==> src/rtl/piezo_alert_scheduler.sv <==
// rtl/piezo_alert_scheduler.sv - Prioritised piezo tone scheduler for five alert sources
//
// Purpose: owns the single piezo output and arbitrates between keypad click,
// timer beep, overload warning, and the two terminal jingles (clear / over).
// It generates the square-wave tone internally; all outputs are registered.
//
// Ports:
//   clk        in   50 MHz system clock
//   sys_rst    in   asynchronous active-high reset
//   enable     in   0 = mute (IDLE, pending flags cleared, outputs low)
//   click_req  in   one-cycle key press pulse
//   beep_req   in   one-cycle timer beep pulse
//   warn_level in   overload warning level
//   clear_req  in   one-cycle game-cleared pulse
//   over_req   in   one-cycle game-over pulse
//   piezo_out  out  square-wave drive
//   busy       out  state != IDLE
//   active_src out  0 IDLE, 1 CLICK, 2 BEEP, 3 WARN, 4 CLEAR, 5 OVER
module piezo_alert_scheduler #(
  parameter int unsigned CLICK_TICKS = 1_000_000,
  parameter int unsigned BEEP_TICKS  = 25_000_000,
  parameter int unsigned NOTE_TICKS  = 6_250_000
) (
  input  logic       clk,
  input  logic       sys_rst,
  input  logic       enable,
  input  logic       click_req,
  input  logic       beep_req,
  input  logic       warn_level,
  input  logic       clear_req,
  input  logic       over_req,
  output logic       piezo_out,
  output logic       busy,
  output logic [2:0] active_src
);

  // State encoding doubles as the active_src code.
  localparam logic [2:0] S_IDLE  = 3'd0;
  localparam logic [2:0] S_CLICK = 3'd1;
  localparam logic [2:0] S_BEEP  = 3'd2;
  localparam logic [2:0] S_WARN  = 3'd3;
  localparam logic [2:0] S_CLEAR = 3'd4;
  localparam logic [2:0] S_OVER  = 3'd5;

  // Tone half-periods in clk cycles.
  localparam logic [17:0] HP_CLICK = 18'd6250;
  localparam logic [17:0] HP_BEEP  = 18'd25000;
  localparam logic [17:0] HP_WARN  = 18'd12500;
  localparam logic [17:0] HP_CLR0  = 18'd47801;
  localparam logic [17:0] HP_CLR1  = 18'd37936;
  localparam logic [17:0] HP_CLR2  = 18'd31888;
  localparam logic [17:0] HP_CLR3  = 18'd23878;
  localparam logic [17:0] HP_OVR0  = 18'd63776;
  localparam logic [17:0] HP_OVR1  = 18'd75758;
  localparam logic [17:0] HP_OVR2  = 18'd95420;
  localparam logic [17:0] HP_OVR3  = 18'd190840;

  localparam logic [31:0] CLICK_LAST = 32'(CLICK_TICKS - 1);
  localparam logic [31:0] BEEP_LAST  = 32'(BEEP_TICKS - 1);
  localparam logic [31:0] NOTE_LAST  = 32'(NOTE_TICKS - 1);

  logic [2:0]  state_q,      state_d;
  logic [31:0] dur_cnt_q,    dur_cnt_d;
  logic [17:0] tone_cnt_q,   tone_cnt_d;
  logic        tone_q,       tone_d;
  logic [1:0]  note_idx_q,   note_idx_d;
  logic        clear_pend_q, clear_pend_d;
  logic        over_pend_q,  over_pend_d;
  logic        piezo_q,      piezo_d;
  logic        busy_q,       busy_d;
  logic [2:0]  src_q,        src_d;

  logic [17:0] half_period;
  logic        dur_last;
  logic        restart;
  logic        note_step;

  // Half-period for the tone currently playing.
  always_comb begin
    half_period = HP_CLICK;
    case (state_q)
      S_CLICK: half_period = HP_CLICK;
      S_BEEP:  half_period = HP_BEEP;
      S_WARN:  half_period = HP_WARN;
      S_CLEAR: begin
        case (note_idx_q)
          2'd0:    half_period = HP_CLR0;
          2'd1:    half_period = HP_CLR1;
          2'd2:    half_period = HP_CLR2;
          default: half_period = HP_CLR3;
        endcase
      end
      S_OVER: begin
        case (note_idx_q)
          2'd0:    half_period = HP_OVR0;
          2'd1:    half_period = HP_OVR1;
          2'd2:    half_period = HP_OVR2;
          default: half_period = HP_OVR3;
        endcase
      end
      default: half_period = HP_CLICK;
    endcase
  end

  // Last cycle of the current duration window (click, beep, or jingle note).
  always_comb begin
    dur_last = 1'b0;
    case (state_q)
      S_CLICK:         dur_last = (dur_cnt_q == CLICK_LAST);
      S_BEEP:          dur_last = (dur_cnt_q == BEEP_LAST);
      S_CLEAR, S_OVER: dur_last = (dur_cnt_q == NOTE_LAST);
      default:         dur_last = 1'b0;
    endcase
  end

  // State register
  always_ff @(posedge clk or posedge sys_rst) begin
    if (sys_rst) begin
      state_q      <= S_IDLE;
      dur_cnt_q    <= '0;
      tone_cnt_q   <= '0;
      tone_q       <= 1'b0;
      note_idx_q   <= '0;
      clear_pend_q <= 1'b0;
      over_pend_q  <= 1'b0;
      piezo_q      <= 1'b0;
      busy_q       <= 1'b0;
      src_q        <= S_IDLE;
    end else begin
      state_q      <= state_d;
      dur_cnt_q    <= dur_cnt_d;
      tone_cnt_q   <= tone_cnt_d;
      tone_q       <= tone_d;
      note_idx_q   <= note_idx_d;
      clear_pend_q <= clear_pend_d;
      over_pend_q  <= over_pend_d;
      piezo_q      <= piezo_d;
      busy_q       <= busy_d;
      src_q        <= src_d;
    end
  end

  // Next-state logic
  always_comb begin
    state_d      = state_q;
    clear_pend_d = clear_pend_q;
    over_pend_d  = over_pend_q;
    note_step    = 1'b0;

    if (!enable) begin
      state_d      = S_IDLE;
      clear_pend_d = 1'b0;
      over_pend_d  = 1'b0;
    end else begin
      case (state_q)
        S_IDLE: begin
          if (over_req)        state_d = S_OVER;
          else if (clear_req)  state_d = S_CLEAR;
          else if (warn_level) state_d = S_WARN;
          else if (beep_req)   state_d = S_BEEP;
          else if (click_req)  state_d = S_CLICK;
        end
        S_CLICK, S_BEEP: begin
          if (over_req)                          state_d = S_OVER;
          else if (clear_req)                    state_d = S_CLEAR;
          else if (warn_level)                   state_d = S_WARN;
          else if (state_q == S_CLICK && beep_req) state_d = S_BEEP;
          else if (dur_last) begin
            if (over_pend_q)       state_d = S_OVER;
            else if (clear_pend_q) state_d = S_CLEAR;
            else                   state_d = S_IDLE;
          end
        end
        S_WARN: begin
          if (over_req)         state_d = S_OVER;
          else if (clear_req)   state_d = S_CLEAR;
          else if (!warn_level) state_d = S_IDLE;
        end
        S_CLEAR: begin
          if (over_req) over_pend_d = 1'b1;
          if (dur_last) begin
            if (note_idx_q != 2'd3)         note_step = 1'b1;
            else if (over_pend_q || over_req) state_d = S_OVER;
            else if (warn_level)            state_d = S_WARN;
            else                            state_d = S_IDLE;
          end
        end
        S_OVER: begin
          if (clear_req) clear_pend_d = 1'b1;
          if (dur_last) begin
            if (note_idx_q != 2'd3)            note_step = 1'b1;
            else if (clear_pend_q || clear_req) state_d = S_CLEAR;
            else if (warn_level)               state_d = S_WARN;
            else                               state_d = S_IDLE;
          end
        end
        default: state_d = S_IDLE;
      endcase
    end

    // No state ever re-enters itself, so any change of state is an entry.
    restart = (state_d != state_q);

    if (restart && state_d == S_CLEAR) clear_pend_d = 1'b0;
    if (restart && state_d == S_OVER)  over_pend_d  = 1'b0;

    if (state_d == S_IDLE) begin
      dur_cnt_d  = '0;
      tone_cnt_d = '0;
      tone_d     = 1'b0;
      note_idx_d = '0;
    end else if (restart || note_step) begin
      dur_cnt_d  = '0;
      tone_cnt_d = '0;
      tone_d     = 1'b1;
      note_idx_d = restart ? 2'd0 : note_idx_q + 2'd1;
    end else begin
      // WARN has no duration, so its counter stays parked at zero.
      dur_cnt_d  = (state_q == S_WARN) ? 32'd0 : dur_cnt_q + 32'd1;
      note_idx_d = note_idx_q;
      if (tone_cnt_q == half_period - 18'd1) begin
        tone_cnt_d = '0;
        tone_d     = ~tone_q;
      end else begin
        tone_cnt_d = tone_cnt_q + 18'd1;
        tone_d     = tone_q;
      end
    end
  end

  // Output logic: computed from next-state values so the registered outputs
  // line up with the state they describe.
  always_comb begin
    piezo_d = (state_d != S_IDLE) && tone_d;
    busy_d  = (state_d != S_IDLE);
    src_d   = state_d;
  end

  assign piezo_out  = piezo_q;
  assign busy       = busy_q;
  assign active_src = src_q;

endmodule

==> config.mk <==
export PLATFORM = sky130hd
export DESIGN_NAME = piezo_alert_scheduler
export DESIGN_NICKNAME = d
export VERILOG_FILES = /design/src/rtl/piezo_alert_scheduler.sv
export SDC_FILE = /design/constraint.sdc
export NUM_CORES = 1
export LEC_CHECK = 0
export ABC_AREA = 1
export BUFFER_PORTS_ARGS = -buffer_cell sky130_fd_sc_hd__buf_2
export CORE_ASPECT_RATIO = 1.25
export CORE_MARGIN = 2
export CORE_UTILIZATION = 57
export CTS_BUF_LIST = sky130_fd_sc_hd__clkbuf_16
export DETAILED_ROUTE_END_ITERATION = 8
export PLACE_DENSITY_LB_ADDON = 0.08
export REMOVE_ABC_BUFFERS = 1
export SKIP_LAST_GASP = 1
export SLEW_MARGIN = 20
export SYNTH_ARGS = -nofsm -noshare
export SYNTH_HDL_FRONTEND = slang
export SYNTH_SLANG_ARGS = --single-unit
==> constraint.sdc <==
create_clock -name clk -period 5.5 [get_ports clk]
set_input_delay 0.275 -clock clk [delete_from_list [all_inputs] [get_ports clk]]
set_output_delay 0.275 -clock clk [all_outputs]
set_load 0.02 [all_outputs]
==> reports/metrics.cfg <==
[status]
status=completed

[synth]
syn_area_um2=4670
synth_edf_count=0
synth.yosys.seq_area_share=0.316
dominantRegCellSynth=dfrtp_1
avgSynthCellArea_um2=6.42
synth.area.top_cells=dfrtp_1 (32%), nand2_1 (15%), nor2_1 (9.2%), nand3_1 (9.0%), inv_1 (7.6%)
synth.distinct_cells=35
yosys.area.top_type=dfrtp_1
synthesis.instances=727
ys_seq_elements=59
synth_most_common_cell=nand2_1
synth_top_area_share=0.316
yosys-top-cells-count=nand2_1 (182), nor2_1 (114), inv_1 (94), nand3_1 (84), dfrtp_1 (59)
yosys_warnings=0
async_flop_share=1.00

[detailed_routing]
dr.pass1.iters=5
drc_errors=0
vias=4711
totalWireLength_um=12300
viasPerCell=5.65
wl_per_cell_um=14.7
drtIter0Drc=300
ant_nets=0

[cells_and_area]
final.fill_count=751
nets=752
drive_above_1_share=0.0853
n_antenna_cell=0
area_delta_synth_final_pct=8.52
regArea_um2=1480
multi_input_area_um2=2710

[timing]
finalCriticalPeriod_ns=3.90
slew_viol_final=0
min_period_over_period=0.709
finalHoldViolCount=0
tns_ns=0
tightest_slew_ns=0.835
setup_viol_count_final=0
hold_slack_ns=0.156
fmax_ghz=0.257
rsz0062_at_grt=false
maxSlewHeadroom=0.441
fin_skew_ns=0.00852

[global_route]
gr-total-overflow=0
antenna_found_initial=0
grt_max_degree=60
grt_pass1_wl_um=21100
grt_pass1_vias=4496
grt_usage=0.293

[critical_path]
r2r_end=piezo_out
r2r-start=active_src[1]
crit_arrival_ns=4.13
startpoint_type=register
cp.required_ns=5.73
r2r_cells=17
startpoint=active_src[1]
path_class=reg2reg
cp_max_fo=19
reg2reg_slack_ns=1.60
cp-end-kind=register

[clock_network]
htree_levels=3
clk_pin_slew_worst_paths_ns=0.06
numCtsBuffers=9
cts.sinks=59
cts_setup_buffers=0
cts-resized-gates=0
cts_hold_buf=0
clk_latency_ns=0.34
cts_tree=done
clk_path_buf_depth=2
ctsRootBufferMaster=clkbuf_16

[placement]
port_buffers=12
finalWeightedCongestion=0.959
post-dp-hpwl_um=8890

[power_and_ir_drop]
irDropWorstVdd_mv=0.213
p_leak_nw=2.40
power_density_nw_per_um2=355

[floorplan]
die_area_um2=8940
rows=36
die_width_um=85.0
die_h_um=105
core_um2=7880
start_util=0.593
io_pins=13

[min_path]
hold_path_class=in2async

[run]
drv_cap=0

-- worst max-delay path, stage by stage, from the launching register on --
cell and delay (ns):
dfrtp_1 0.52, clkinv_2 0.19, nand2_4 0.12, nor2_1 0.66, nand2_1 0.37, inv_1 0.18
nor2_1 0.09, nand3_1 0.08, xor2_1 0.16, nand3_1 0.10, nor2_1 0.19, nand3_1 0.53
nand2_1 0.21, nand2_1 0.07, inv_1 0.06, nand4_1 0.09, nand2_1 0.11, inv_1 0.05
-- cell families after synthesis --
group,count (synthesis),share of synthesized area
adder cells (fa/ha/maj),10,0.0268
AND/OR/NAND/NOR,469,0.453
XOR/XNOR,25,0.0469
flip-flops,59,0.316
AO/OA/AOI/OAI,45,0.0530
buffers and inverters,119,0.104
-- report_power, final --
| group | internal (W) | total [W] | switching, W |
|---|---|---|---|
| Sequential | 0.000459 | 0.000493 | 0.0000346 |
| Clock | 0.000390 | 0.000597 | 0.000206 |
| Combinational | 0.000202 | 0.000707 | 0.000506 |
| Total | 0.00105 | 0.00180 | 0.000747 |
-- through the flow --
step	util	cell area (um2)	std cells	setup slack, ns	total power, W
2_1_floorplan	-	4570	709	2.24	0.00102
3_3_place_gp	0.604	4760	818	1.75	0.00119
3_5_place_dp	0.604	4760	818	1.76	0.00119
4_1_cts	0.643	5070	834	1.72	0.00180
5_1_grt	0.643	5070	834	1.24	0.00192
6_report	0.643	5070	834	1.60	0.00180
-- final cells by class --
cell class / instances / area share
inverters: 101 / 0.0753
clock buffers: 9 / 0.0444
well taps: 95 / 0.0235
flip-flops and latches: 59 / 0.291
multi-input cells: 549 / 0.534
clock inverters: 7 / 0.0165
repair buffers: 14 / 0.0148
-- registers in the layout, summed over array words and instances, names as in the netlist --
signal and count:
note_idx_q 2, tone_cnt_q 18, busy 1, clear_pend_q 1, dur_cnt_q 32, active_src 3
piezo_out 1, over_pend_q 1
-- metal layers --
| metal | vias to the layer above | wire [um] | global-route usage |
|---|---|---|---|
| li1 | 2343 | - | - |
| met1 | 2172 | 5160 | 0.366 |
| met2 | 161 | 6180 | 0.496 |
| met3 | 35 | 664 | 0.0513 |
| met4 | 0 | 288 | 0.116 |
| met5 | - | 0 | 0 |
-- worst max-delay path by stage --
stage                     to  slack, ns  cells after the start
2_1_floorplan  dur_cnt_q[10]       2.24                     13
3_3_place_gp       piezo_out       1.75                     18
3_5_place_dp       piezo_out       1.76                     17
4_1_cts        dur_cnt_q[13]       1.72                     17
5_1_grt            piezo_out       1.24                     17
6_report           piezo_out       1.60                     17
-- layout by cell type, fill, tap and decap left out, types with 2 or more instances in the layout --
cell | netlist | routed
nand2_1 | 182 | 182
nand3_2 | 2 | 2
clkbuf_16 | 0 | 9
bufinv_16 | 0 | 2
or2_2 | 9 | 9
nor2_2 | 14 | 14
inv_2 | 4 | 5
o21ai_1 | 2 | 2
xor2_1 | 19 | 19
o211ai_1 | 5 | 5
nand4_1 | 27 | 27
nand3b_1 | 12 | 12
nand3_1 | 84 | 84
o21ai_0 | 21 | 21
dfrtp_1 | 59 | 59
nor4_1 | 5 | 5
nor2_1 | 114 | 114
clkinv_1 | 1 | 3
a21oi_1 | 12 | 12
ha_1 | 10 | 10
xnor2_1 | 6 | 6
nor3_1 | 16 | 16
clkinv_2 | 2 | 3
inv_1 | 94 | 94
buf_2 | 6 | 12
buf_4 | 4 | 2
(Power assumes the default switching activity.)
